### src/rtl/fetch_unit.sv
// Instruction fetch unit: REQ/VALID/HALT sequencer that fetches one word at a
// time from instruction memory and presents it to the decoder via ir/pc.
module fetch_unit #(
  parameter logic [31:0] RESET_PC = 32'h0000_0000
) (
  input  logic        clk,
  input  logic        rst,
  output logic        imem_req,
  output logic [31:0] imem_addr,
  input  logic        imem_ack,
  input  logic [31:0] imem_rdata,
  output logic [31:0] ir,
  output logic [31:0] pc,
  output logic        ir_valid,
  input  logic        ir_ready,
  input  logic        branch_taken,
  input  logic [31:0] branch_target,
  input  logic        exception,
  output logic        halted
);

  localparam logic [1:0] ST_REQ   = 2'd0;
  localparam logic [1:0] ST_VALID = 2'd1;
  localparam logic [1:0] ST_HALT  = 2'd2;

  localparam logic [31:0] RESET_WORD = {RESET_PC[31:2], 2'b00};

  logic [1:0]  state;
  logic [31:0] fetch_pc;
  logic [31:0] redirect_pc;
  logic        unused_target_bits;

  // Branch targets are word addresses; the low two bits are dropped.
  assign redirect_pc        = {branch_target[31:2], 2'b00};
  assign unused_target_bits = ^branch_target[1:0];

  // The request is masked by rst directly so it never asserts during reset,
  // even in the very first cycle when the state register is not yet known.
  assign imem_req  = (state == ST_REQ) && !rst;
  assign imem_addr = fetch_pc;
  assign ir_valid  = (state == ST_VALID);
  assign halted    = (state == ST_HALT);

  // NOTE: sequential state uses non-blocking assignments so every register
  // samples the pre-edge values of its neighbours, independent of statement order.
  always_ff @(posedge clk) begin
    if (rst) begin
      state    <= ST_REQ;
      fetch_pc <= RESET_WORD;
      pc       <= RESET_WORD;
      ir       <= '0;
    end else begin
      case (state)
        ST_REQ: begin
          if (imem_ack) begin
            ir    <= imem_rdata;
            pc    <= fetch_pc;
            state <= ST_VALID;
          end
        end
        ST_VALID: begin
          if (ir_ready) begin
            if (exception) begin
              state <= ST_HALT;
            end else begin
              fetch_pc <= branch_taken ? redirect_pc : pc + 32'd4;
              state    <= ST_REQ;
            end
          end
        end
        ST_HALT: state <= ST_HALT;
        default: state <= ST_REQ;
      endcase
    end
  end

endmodule

### config.mk
export PLATFORM = sky130hd
export DESIGN_NAME = fetch_unit
export DESIGN_NICKNAME = d
export VERILOG_FILES = /design/src/rtl/fetch_unit.sv
export SDC_FILE = /design/constraint.sdc
export NUM_CORES = 1
export LEC_CHECK = 0
export ABC_AREA = 1
export BUFFER_PORTS_ARGS = -buffer_cell sky130_fd_sc_hd__clkbuf_2
export CAP_MARGIN = 20
export CORE_MARGIN = 2
export CORE_UTILIZATION = 44
export DETAILED_ROUTE_END_ITERATION = 8
export HOLD_SLACK_MARGIN = 0.12
export PLACE_DENSITY_LB_ADDON = 0.12
export SKIP_CTS_REPAIR_TIMING = 1
export SLEW_MARGIN = 10
export SYNTH_ARGS = -nofsm -noshare
export SYNTH_HDL_FRONTEND = slang
export SYNTH_SLANG_ARGS = --single-unit
### constraint.sdc
create_clock -name clk -period 1.4 [get_ports clk]
set_clock_uncertainty 0.15 [all_clocks]
set_input_delay 0.28 -clock clk [delete_from_list [all_inputs] [get_ports clk]]
set_output_delay 0.28 -clock clk [all_outputs]
set_load 0.02 [all_outputs]
# --- Word-level counts from Yosys, hierarchy flattened ---
# Cells that the tools add are included.
word_totals:
  ff_bits: 98
  latchBits: 0
  romBits: 0
  output_inout_bits: 99
  n_memories: 0
  inputBits: 70
  ram_bits: 0
classes:
  div: 0
  n_reduce_logical: 6
  muxes: 5
  n_bitwise: 1
  n_eq_ne: 4
  magnitude_cmp: 0
  shift: 0
  addsub: 1
  multipliers: 0
ops:
  columns: ["op", "n"]
  rows:
  - ["32-bit by 3-bit adder with 32-bit output, second input constant", 1]
  - ["32-bit 2-to-1 mux", 1]
  - ["2-bit 2-to-1 mux", 3]
  - ["2-bit one-hot mux with 3 select lines", 1]
  - ["2-bit AND reduction", 2]
  - ["3-bit AND reduction", 1]
  - ["2-bit by 1-bit equality test with 1-bit output, second input constant", 1]
  - ["2-bit equality test, second input constant", 1]
  - ["2-bit logical NOT", 1]
  - ["2-bit by 1-bit != test with 1-bit output, second input constant", 1]
  - ["2-bit != test, second input constant", 1]
  - ["1-bit logical AND", 1]
  - ["1-bit logical NOT", 1]
  - ["1-bit inverter", 1]

# --- Longest topological paths before layout ---
# Gate-level depths: netlist (run 1).
depth:
  ltp_word: 3
  ltp_mapped: 10
  mapped_depth_nobuf: 10

# --- Worst setup path before layout (run 1) ---
# OpenSTA, ideal clock, no wires.
synth_timing:
  path_kind: "register to register"
  from: "reg pc[3]"
  to: "reg fetch_pc[26], in the netlist imem_addr[26]"
  setup_time_ps: 137
  arrival_ps: 1449
  stages_incl_launch_ff: 11
  required_time_ps: 1113
  n_path_buf: 0
  setup_slack_ps: -336
  path_cell_list: "dfxtp_1 > ha_1 > nand2_2 > nor2_4 > nand2_4 > nor2_4 > nand2_1 > nand2_1 > nand3_1 > nand2_1 > a21oi_1"
synth_via:
  elab_chain_cells: 2
synth_lines:
  columns: ["element", "line_no", "rtl"]
  rows:
  - ["start, declared", "13", "output logic [31:0] pc,"]
  - ["start signal, assigned", "57", "pc <= fetch_pc;"]
  - ["32-bit by 3-bit adder with 32-bit output", "66", "fetch_pc <= branch_taken ? redirect_pc : pc + 32'd4;"]
  - ["32-bit 2-to-1 mux", "66", null]
  - ["end signal, assigned", "66", null]
  - ["end, declared", "29", "logic [31:0] fetch_pc;"]
# Every way passes these cells.
# A chain may end at the register's enable or synchronous reset.

# --- Worst setup path in the final report (run 1) ---
layout_timing:
  from: "reg pc[2]"
  to: "reg fetch_pc[24], in the netlist imem_addr[24]"
# The elaborated chain is that of the path after synthesis.

==> summary.txt, run 1 <==
Status
  • Outcome: finished, violations left
  • Violations in the final reports: negative setup slack

Critical path
  • CP startpoint kind: register
  • CP endpoint kind: register
  • Critical path's slowest cell: dfxtp_4
  • Crit-path cells: ha_4, nand2_4, nor2_4, nand2_2, nor2_4, nand2_1, nand2_1, nand3_1, nand2_1, a21oi_1
  • Worst endpoint required time: ~1500 ps
  • Crit-path max FO: 5
  • CP arrival: approximately 1800 ps
  • Most used cell, CP: nand2_1
  • Crit Path Class: register to register
  • CP peak stage delay: ~380 ps

Run
  • Maxcap violations: 0

STA
  • Max Transition Viols Final: 0
  • Unrepaired setup endpoints after global routing: yes
  • Minimum clock period after layout: approximately 1700 ps
  • Final Worst Setup Slack: -298 ps
  • Worst-Margin Slew: around 340 ps
  • Crit share post-route: 121%
  • Fin Setup TNS: -5920 ps
  • Setup violators final: between 50 and 60
  • Worst slew margin relative to its limit: between 70% and 80%
  • Fmax: 589 MHz
  • Final Hold Vio Count: 0

Place
  • PortBufs: about 170
  • Post-place setup slack: -232 ps
  • Dpl hpwl: approximately 10 mm
  • GPL Wtd Cong: around 0.85

Clocking
  • H-tree levels: 3
  • TritonCTS Buffers: 9
  • Clk sinks: around 100
  • CTS max path bufs: 2
  • CTS clock-pin slew for the worst setup and hold paths: roughly 100 ps
  • CTS tree: done
  • Clk Tree Root Cell: clkbuf_8
  • Worst-skew pair later-pin latency: about 370 ps

GRT
  • Vias in the first global route: 4737
  • Initial antenna violation count: 0
  • Largest net degree at the start of global routing: just under 60
  • GRT Util Overall: 25.3%
  • Gr ovfl total: 0
  • First-pass GRT wire length: 22.5 mm

Floorplan
  • CORE AREA: a little under 10000 um2
  • Die Wd: 105 um
  • Die H: approximately 100 um
  • # rows: 36
  • IO Pins: approximately 170
  • Initial core utilization: a little under half
  • Die area: 11000 um2

Routing
  • Vias: 5515
  • Detailed-route DRC error count: 0
  • Vias per cell: 5.15
  • Wire per inst: roughly 16 um
  • First-pass DRT Iterations: 5
  • Routed Antenna Nets: 0
  • First DRT Iteration DRCs: 423
  • Final WL: between 15 and 20 mm

Synth
  • Synth unique cells: 27
  • Post-synth top area share: between 40% and 50%
  • Count leader, synth: nor2_1
  • Register bit total from synthesis: 98
  • Number of flops mapped to enable cells by yosys: 0
  • Mean area per synthesized cell: 6.90 um2
  • Synth warn: 0
  • Mapped Nets: about 720
  • Top FF cell, synth: dfxtp_1
  • Top cells by area, synth: dfxtp_1 44%, nor2_1 13%, nand2_1 9.6%, o21ai_0 9.5%, a21oi_1 6.7%
  • Syn Std Cell Area: between 4000 and 5000 um2
  • Post-Synthesis Cells: 650
  • Top post-synthesis cells by count: 150 x nor2_1, 115 x nand2_1, 98 x dfxtp_1
  • Largest area contributor in the netlist: dfxtp_1
  • Async set-reset flop share out of synthesis: 0%
  • Seq/Total Area, Yosys: between 40% and 50%

Power and ir drop
  • Switching power total: about 2.2 mW
  • Net Sw Frac: 32.9%
  • Leak: between 3 and 4 nW
  • Comb power frac: between 20% and 30%
  • PD cells: a little under 900 nW/um2
  • Clock share of power: roughly a quarter
  • Pint: between 4 and 5 mW
  • Share of power burned in registers: a little under half
  • Max rail drop VDD: between 0.4 and 0.5 mV

Final layout
  • Layout Area Growth over Synthesis: 67.5%
  • ANT cells: 0
  • Fin nets: about 1k
  • Ratio of cells with drive above 1 in the final layout: between 30% and 40%
  • Register area: about 2000 um2
  • Multi-input gate area: 2440 um2
  • Filler instances: approximately 720

Hold path
  • Worst hold path type: input port to register
==> placed cells by master (no fill, tap or decap), drive strengths merged <==
master	Yosys	layout
nand3b	1	1
and2	1	1
dlygate4sd3	0	51
nor3	1	1
xor2	8	8
nand2	121	121
nor2	161	161
dfxtp	98	98
nand3	30	30
a31oi	2	2
buf	11	122
clkinv	2	4
a21oi	66	66
o21ai	85	85
xnor2	3	3
or2	1	1
inv	33	38
o2111a	1	1
clkbuf	24	143
ha	1	1
==> power by group through the flow <==
| stage | registers [mW] | logic (mW) | clock network [mW] |
|---|---|---|---|
| global placement | 3.16 | 1.30 | 0 |
| finish | 3.14 | 1.79 | 1.79 |
| global route | 3.16 | 1.93 | 1.92 |
| floorplan | 3.40 | 0.487 | 0 |
| detailed placement | 3.17 | 1.33 | 0 |
| CTS | 3.11 | 1.33 | 1.80 |
==> routing by layer <==
layer / wire length (um) / track usage [%] / vias up
li1: - / - / 2669
met4: 349 / 9.62 / 0
met3: 1270 / 5.05 / 26
met2: 8120 / 41.1 / 268
met1: 7070 / 33.0 / 2552
met5: 0 / 0 / -
==> stage by stage <==
stage / hold slack (ps) / utilization, % / std cells / area [um2] / total power, mW
after detailed placement: 321 / 60.9 / 974 / 5980 / 4.50
after global placement: 313 / 60.9 / 974 / 5980 / 4.47
after global routing: 141 / 76.5 / 1071 / 7510 / 7.00
after CTS: -12.9 / 62.7 / 990 / 6160 / 6.24
after floorplan: 292 / - / 650 / 4580 / 3.89
final: 120 / 76.5 / 1071 / 7510 / 6.72
==> cell families after synthesis <==
logic type / count (synthesis) / share of synthesized area, %
simple gates: 316 / 29.9
compound gates: 154 / 17.9
flops: 98 / 43.8
buf+inv: 70 / 6.03
xor+xnor: 11 / 2.15
fa+ha+maj: 1 / 0.279
==> final timing paths <==
path | start | endpoint | slack, ps | cells past startpoint
worst max register to register | pc[2] | imem_addr[24] | -300 | 10
worst max-delay path | pc[2] | imem_addr[24] | -300 | 10
worst min register to register | imem_addr[0] | imem_addr[0] | 330 | 2
worst min-delay path | branch_target[19] | imem_addr[19] | 120 | 5
==> worst max-delay path: cells and delay by family, from the launching register on <==
| kind | cells | cell delay (ps) |
|---|---|---|
| compound gates | 1 | 60 |
| fa+ha+maj | 1 | 160 |
| flops | 1 | 380 |
| simple gates | 8 | 830 |
==> flip-flops by register name, indices dropped and copies added, names as in the netlist <==
signal	flops
imem_addr	32
ir	32
pc	32
state	2
==> cell type report <==
cell class | instances | area share, %
clock buffer | 9 | 1.65
clock inverter | 7 | 0.783
inverter | 35 | 1.85
multi-input combinational | 482 | 32.5
sequential | 98 | 27.2
tap | 133 | 2.22
timing repair buffer | 307 | 33.8
No activity file was read; power rests on OpenSTA's default activity.
==> inputs of run 2 (changes only) <==
--- a/config.mk
+++ b/config.mk
@@ -8,6 +8,7 @@
 export ABC_AREA = 1
 export BUFFER_PORTS_ARGS = -buffer_cell sky130_fd_sc_hd__clkbuf_2
 export CAP_MARGIN = 20
+export CORE_ASPECT_RATIO = 0.75
 export CORE_MARGIN = 2
 export CORE_UTILIZATION = 44
 export DETAILED_ROUTE_END_ITERATION = 8
==> run 2 against run 1 <==
  * The run still ends with negative setup slack left
  * Non-clock buffer count shrank 25
  * Final cell count decreased by 2.4%
  * Die area is essentially flat
  * Flip-flop and latch count unchanged
  * Sequential share of layout area is 1.1 points higher
  * Combinational power is 11% lower
  * Clock power is 33% higher
  * Critical path type unchanged
==> summary.txt, run 2 (synthesis gave the netlist of run 1 again) <==
Status
  • Outcome: finished, violations left
  • Violations in the final reports: negative setup slack

Clocking
  • Clk sinks: 98
  • CTS tree: done
  • TritonCTS Buffers: 9
  • Clk Tree Root Cell: clkbuf_16
  • H-tree levels: 3
  • Worst-skew pair later-pin latency: ~340 ps
  • CTS clock-pin slew for the worst setup and hold paths: 60 ps
  • CTS max path bufs: 2

Routing
  • Vias per cell: between 5 and 6
  • Final WL: 14.9 mm
  • First DRT Iteration DRCs: about 220
  • Wire per inst: 14.2 um
  • Routed Antenna Nets: 0
  • Vias: ~5.3k
  • Detailed-route DRC error count: 0
  • First-pass DRT Iterations: 5

Final layout
  • ANT cells: 0
  • Ratio of cells with drive above 1 in the final layout: a little under two fifths
  • Cell area after layout: between 7000 and 8000 um2
  • Core Util, Final: 73.8%
  • Most frequent cells in the layout: 141 x nor2_1, 137 x clkbuf_2, 109 x nand2_1
  • Register area: about 2000 um2
  • Layout Area Growth over Synthesis: 60.8%
  • Final non-filler cell total: between 1k and 1.5k
  • Commonest non-fill, non-tap cell in the layout: nor2_1
  • Fin nets: about 980
  • Filler instances: 815
  • Multi-input gate area: between 2000 and 2500 um2

STA
  • Worst slew margin relative to its limit: around 82%
  • Worst-Margin Slew: around 260 ps
  • Final Worst Setup Slack: -224 ps
  • Fin Setup TNS: -4550 ps
  • Setup violators final: 29
  • Unrepaired setup endpoints after global routing: yes
  • Crit share post-route: 116%
  • Max Transition Viols Final: 0
  • Fin Hold WS: ~38 ps
  • Minimum clock period after layout: 1620 ps
  • Fmax: 616 MHz
  • Final Hold Vio Count: 0

Run
  • Maxcap violations: 0

GRT
  • Initial antenna violation count: 0
  • GRT Util Overall: roughly a quarter
  • Vias in the first global route: ~4.7k
  • First-pass GRT wire length: between 20 and 25 mm
  • Gr ovfl total: 0
  • Largest net degree at the start of global routing: between 50 and 60

Hold path
  • Hold Crit Start: rst
  • Worst hold path type: input port to register

Power and ir drop
  • PD cells: between 900 and 1000 nW/um2
  • Tot Pwr: just over 7 mW
  • Leak: approximately 3.3 nW
  • Max rail drop VDD: 0.703 mV

Critical path
  • Crit Path Class: register to register
  • Reg-to-Reg Start: pc[2]
  • R2R Path End: imem_addr[26]
  • CP startpoint kind: register
  • Most used cell, CP: nand2_1
  • Reg2reg path depth: 10
  • Crit path capture: imem_addr[26]
  • R2R Setup Slk: -220 ps
  • Critical path's slowest cell: dfxtp_4
  • Crit-path max FO: 5
  • CP endpoint kind: register
  • CP peak stage delay: between 300 and 400 ps
  • Crit-path cells: ha_4, nand2_4, nor2_4, nand2_4, nor2_4, nand2_1, nand2_1, nand3_1, nand2_1, a21oi_1
  • CP arrival: 1700 ps
  • Worst endpoint required time: roughly 1500 ps
  • Worst setup path startpoint: pc[2]

Floorplan
  • Die area: 11000 um2
  • # rows: 31
  • Die Wd: approximately 120 um
  • IO Pins: about 170
  • CORE AREA: 9770 um2
  • Die H: around 91 um
  • Initial core utilization: a little under half

Place
  • Post-place setup slack: -212 ps
  • Dpl hpwl: between 9 and 10 mm
  • GPL Wtd Cong: roughly 0.87
  • Placed inst area: between 5000 and 6000 um2
  • Placed Cells: 972
  • PortBufs: between 150 and 200
-- run 2: cell count changes in the layout (fill, tap and decap cells not counted), sizes merged --
cell	before	now
inv	38	34
bufinv	0	1
buf	122	99
dlygate4sd3	51	45
clkbuf	143	150
-- run 2: worst min-delay path by stage --
stage	endpoint	slack (ps)	cells past startpoint
floorplan	imem_addr[2]	290	2
global placement	ir[3]	310	2
detailed placement	imem_addr[28]	320	2
CTS	imem_addr[2]	20	3
global route	imem_addr[1]	30	2
finish	imem_addr[0]	40	2
-- run 2: cell type report --
class	instances	share of cell area, %
Inverter	35	1.82
Tap cell	132	2.29
Clock inverter	4	0.590
Timing Repair Buffer	282	30.4
Multi-Input combinational cell	482	33.4
Clock buffer	12	3.28
Sequential cell	98	28.3
-- run 2: power by group --
part           switching, mW  total [mW]  internal (mW)  leakage, nW
clock network           1.01        2.38           1.37        0.136
logic                  0.871        1.60          0.726         2.30
registers              0.143        3.12           2.98        0.820
total                   2.03        7.11           5.08         3.25
-- run 2: per-layer routing --
layer / vias up / wire length [um] / track usage [%] / part of all wire (%)
met2: 207 / 7210 / 40.8 / 48
met5: - / 0 / 0 / 0
li1: 2615 / - / - / -
met1: 2486 / 6210 / 30.5 / 42
met3: 25 / 1170 / 6.78 / 7.8
met4: 0 / 282 / 6.78 / 1.9
-- run 2: critical path: cells and delay by family, from the launching register on --
kind | cells | cell delay (ps)
fa+ha+maj | 1 | 150
simple gates | 8 | 790
compound gates | 1 | 50
flops | 1 | 370
==> inputs of run 3 (changes only) <==
--- a/config.mk
+++ b/config.mk
@@ -9,8 +9,8 @@
 export BUFFER_PORTS_ARGS = -buffer_cell sky130_fd_sc_hd__clkbuf_2
 export CAP_MARGIN = 20
 export CORE_ASPECT_RATIO = 0.75
-export CORE_MARGIN = 2
-export CORE_UTILIZATION = 44
+export CORE_MARGIN = 8
+export CORE_UTILIZATION = 40
 export DETAILED_ROUTE_END_ITERATION = 8
 export HOLD_SLACK_MARGIN = 0.12
 export PLACE_DENSITY_LB_ADDON = 0.12
==> run 3 against run 2 <==
  * Largest cell class unchanged
  * Core utilization shrank 7.2 points
  * Sequential power barely moved
  * Clock power barely moved
  * Critical path type unchanged
  * The flow still finishes with violations (negative setup slack)
  * Setup slack gained 22 ps
==> summary.txt, run 3 (synthesis gave the netlist of run 1 again) <==
Floorplan
  • Die H: roughly 110 um
  • Die area: between 10000 and 15000 um2
  • CORE AREA: between 10000 and 15000 um2
  • Initial core utilization: approximately 41%
  • Die Wd: around 140 um
  • IO Pins: ~170
  • # rows: 33

STA
  • Crit share post-route: 114%
  • Minimum clock period after layout: between 1500 and 2000 ps
  • Final Hold Vio Count: 0
  • Fmax: 624 MHz
  • Worst-Margin Slew: roughly 260 ps
  • Max Transition Viols Final: 0
  • Worst slew margin relative to its limit: ~82%
  • Setup violators final: 32
  • Fin Setup TNS: -3450 ps
  • Final Worst Setup Slack: -201 ps
  • Unrepaired setup endpoints after global routing: yes

Place
  • PortBufs: about 170
  • Placed Cells: approximately 1000
  • GPL Wtd Cong: approximately 0.84
  • Post-place setup slack: -181 ps
  • Dpl hpwl: around 11 mm

GRT
  • GRT Util Overall: between 10% and 20%
  • Gr ovfl total: 0
  • First-pass GRT wire length: 24.0 mm
  • Initial antenna violation count: 0
  • Vias in the first global route: between 4k and 5k
  • Largest net degree at the start of global routing: 51

Final layout
  • Ratio of cells with drive above 1 in the final layout: approximately 39%
  • Commonest non-fill, non-tap cell in the layout: nor2_1
  • Final non-filler cell total: ~1.1k
  • Most frequent cells in the layout: 139 x nor2_1, 137 x clkbuf_2, 104 x nand2_1
  • Filler instances: about 960
  • Fin nets: between 900 and 1k
  • Layout Area Growth over Synthesis: 62.6%
  • ANT cells: 0

Clocking
  • H-tree levels: 3
  • Clk sinks: 98
  • CTS tree: done
  • TritonCTS Buffers: 9
  • CTS max path bufs: 2
  • Clk Tree Root Cell: clkbuf_16
  • CTS clock-pin slew for the worst setup and hold paths: 70 ps
  • Worst-skew pair later-pin latency: 340 ps

Power and ir drop
  • Max rail drop VDD: about 0.6 mV
  • Leak: ~3.3 nW
  • PD cells: between 900 and 1000 nW/um2

Hold path
  • Worst hold path type: input port to register

Status
  • Violations in the final reports: negative setup slack
  • Outcome: finished, violations left

Routing
  • First-pass DRT Iterations: 5
  • First DRT Iteration DRCs: 358
  • Vias per cell: between 4 and 5
  • Wire per inst: roughly 15 um
  • Final WL: 15.7 mm
  • Detailed-route DRC error count: 0
  • Routed Antenna Nets: 0
  • Vias: 5200

Critical path
  • Worst endpoint required time: roughly 1500 ps
  • CP endpoint kind: register
  • CP arrival: around 1700 ps
  • Crit Path Class: register to register
  • CP startpoint kind: register
  • Crit-path max FO: 5

Run
  • Maxcap violations: 0
run 3: cell count changes in the layout (fill, tap and decap cells not counted), moves of 3 or more:
| cell | change |
|---|---|
| a21oi_1 | -10 |
| a21oi_2 | +10 |
| buf_6 | +6 |
| dlygate4sd3_1 | +3 |
| nand2_1 | -5 |
| nand2_2 | +5 |
| o21ai_0 | -3 |
| o21ai_1 | +5 |
run 3: where the power goes:
part | switching [mW] | internal (mW) | total (mW)
combinational | 0.876 | 0.733 | 1.61
sequential | 0.149 | 2.98 | 3.13
clock | 1.09 | 1.30 | 2.39
run 3: per-layer routing:
metal / GRT usage, % / vias up / share of wire [%]
met2: 31.4 / 183 / 47
li1: - / 2622 / -
met5: 0 / - / 0
met3: 5.60 / 16 / 6.9
met4: 5.80 / 0 / 1.5
met1: 24.5 / 2379 / 44
run 3: final timing paths:
| kind | startpoint | end | slack [ps] | cells past startpoint |
|---|---|---|---|---|
| worst max-delay path | pc[2] | imem_addr[20] | -200 | 9 |
| worst min-delay path | branch_target[8] | imem_addr[8] | 90 | 3 |
| worst max register to register | pc[2] | imem_addr[20] | -200 | 9 |
| worst min register to register | imem_addr[30] | imem_addr[30] | 330 | 2 |
run 3: worst max-delay path: stages, from the launching register on:
cell,delay (ps)
dfxtp_4,360
ha_4,130
nand2_2,60
nor2_4,190
nand3b_1,190
nor2_1,150
nand2_1,70
nand3_1,80
nand2_1,50
a21oi_1,110
run 3: through the flow:
stage | power, mW | instance area [um2] | util, % | hold WS [ps]
floorplan | 3.89 | 4580 | - | 292
detailed placement | 4.51 | 6010 | 55.0 | 321
global route | 7.46 | 7290 | 66.6 | 123
global placement | 4.48 | 6010 | 55.0 | 311
finish | 7.13 | 7290 | 66.6 | 93.4
CTS | 6.89 | 6300 | 57.5 | 17.5
run 3: layout make-up:
type / instances / area, um2 / share of cell area, %
clock buffer: 12 / 256 / 3.52
clock inverter: 4 / 25.0 / 0.343
inverter: 35 / 134 / 1.84
multi-input combinational: 482 / 2440 / 33.4
sequential: 98 / 2040 / 28.0
tap: 140 / 175 / 2.40
timing repair buffer: 288 / 2220 / 30.5
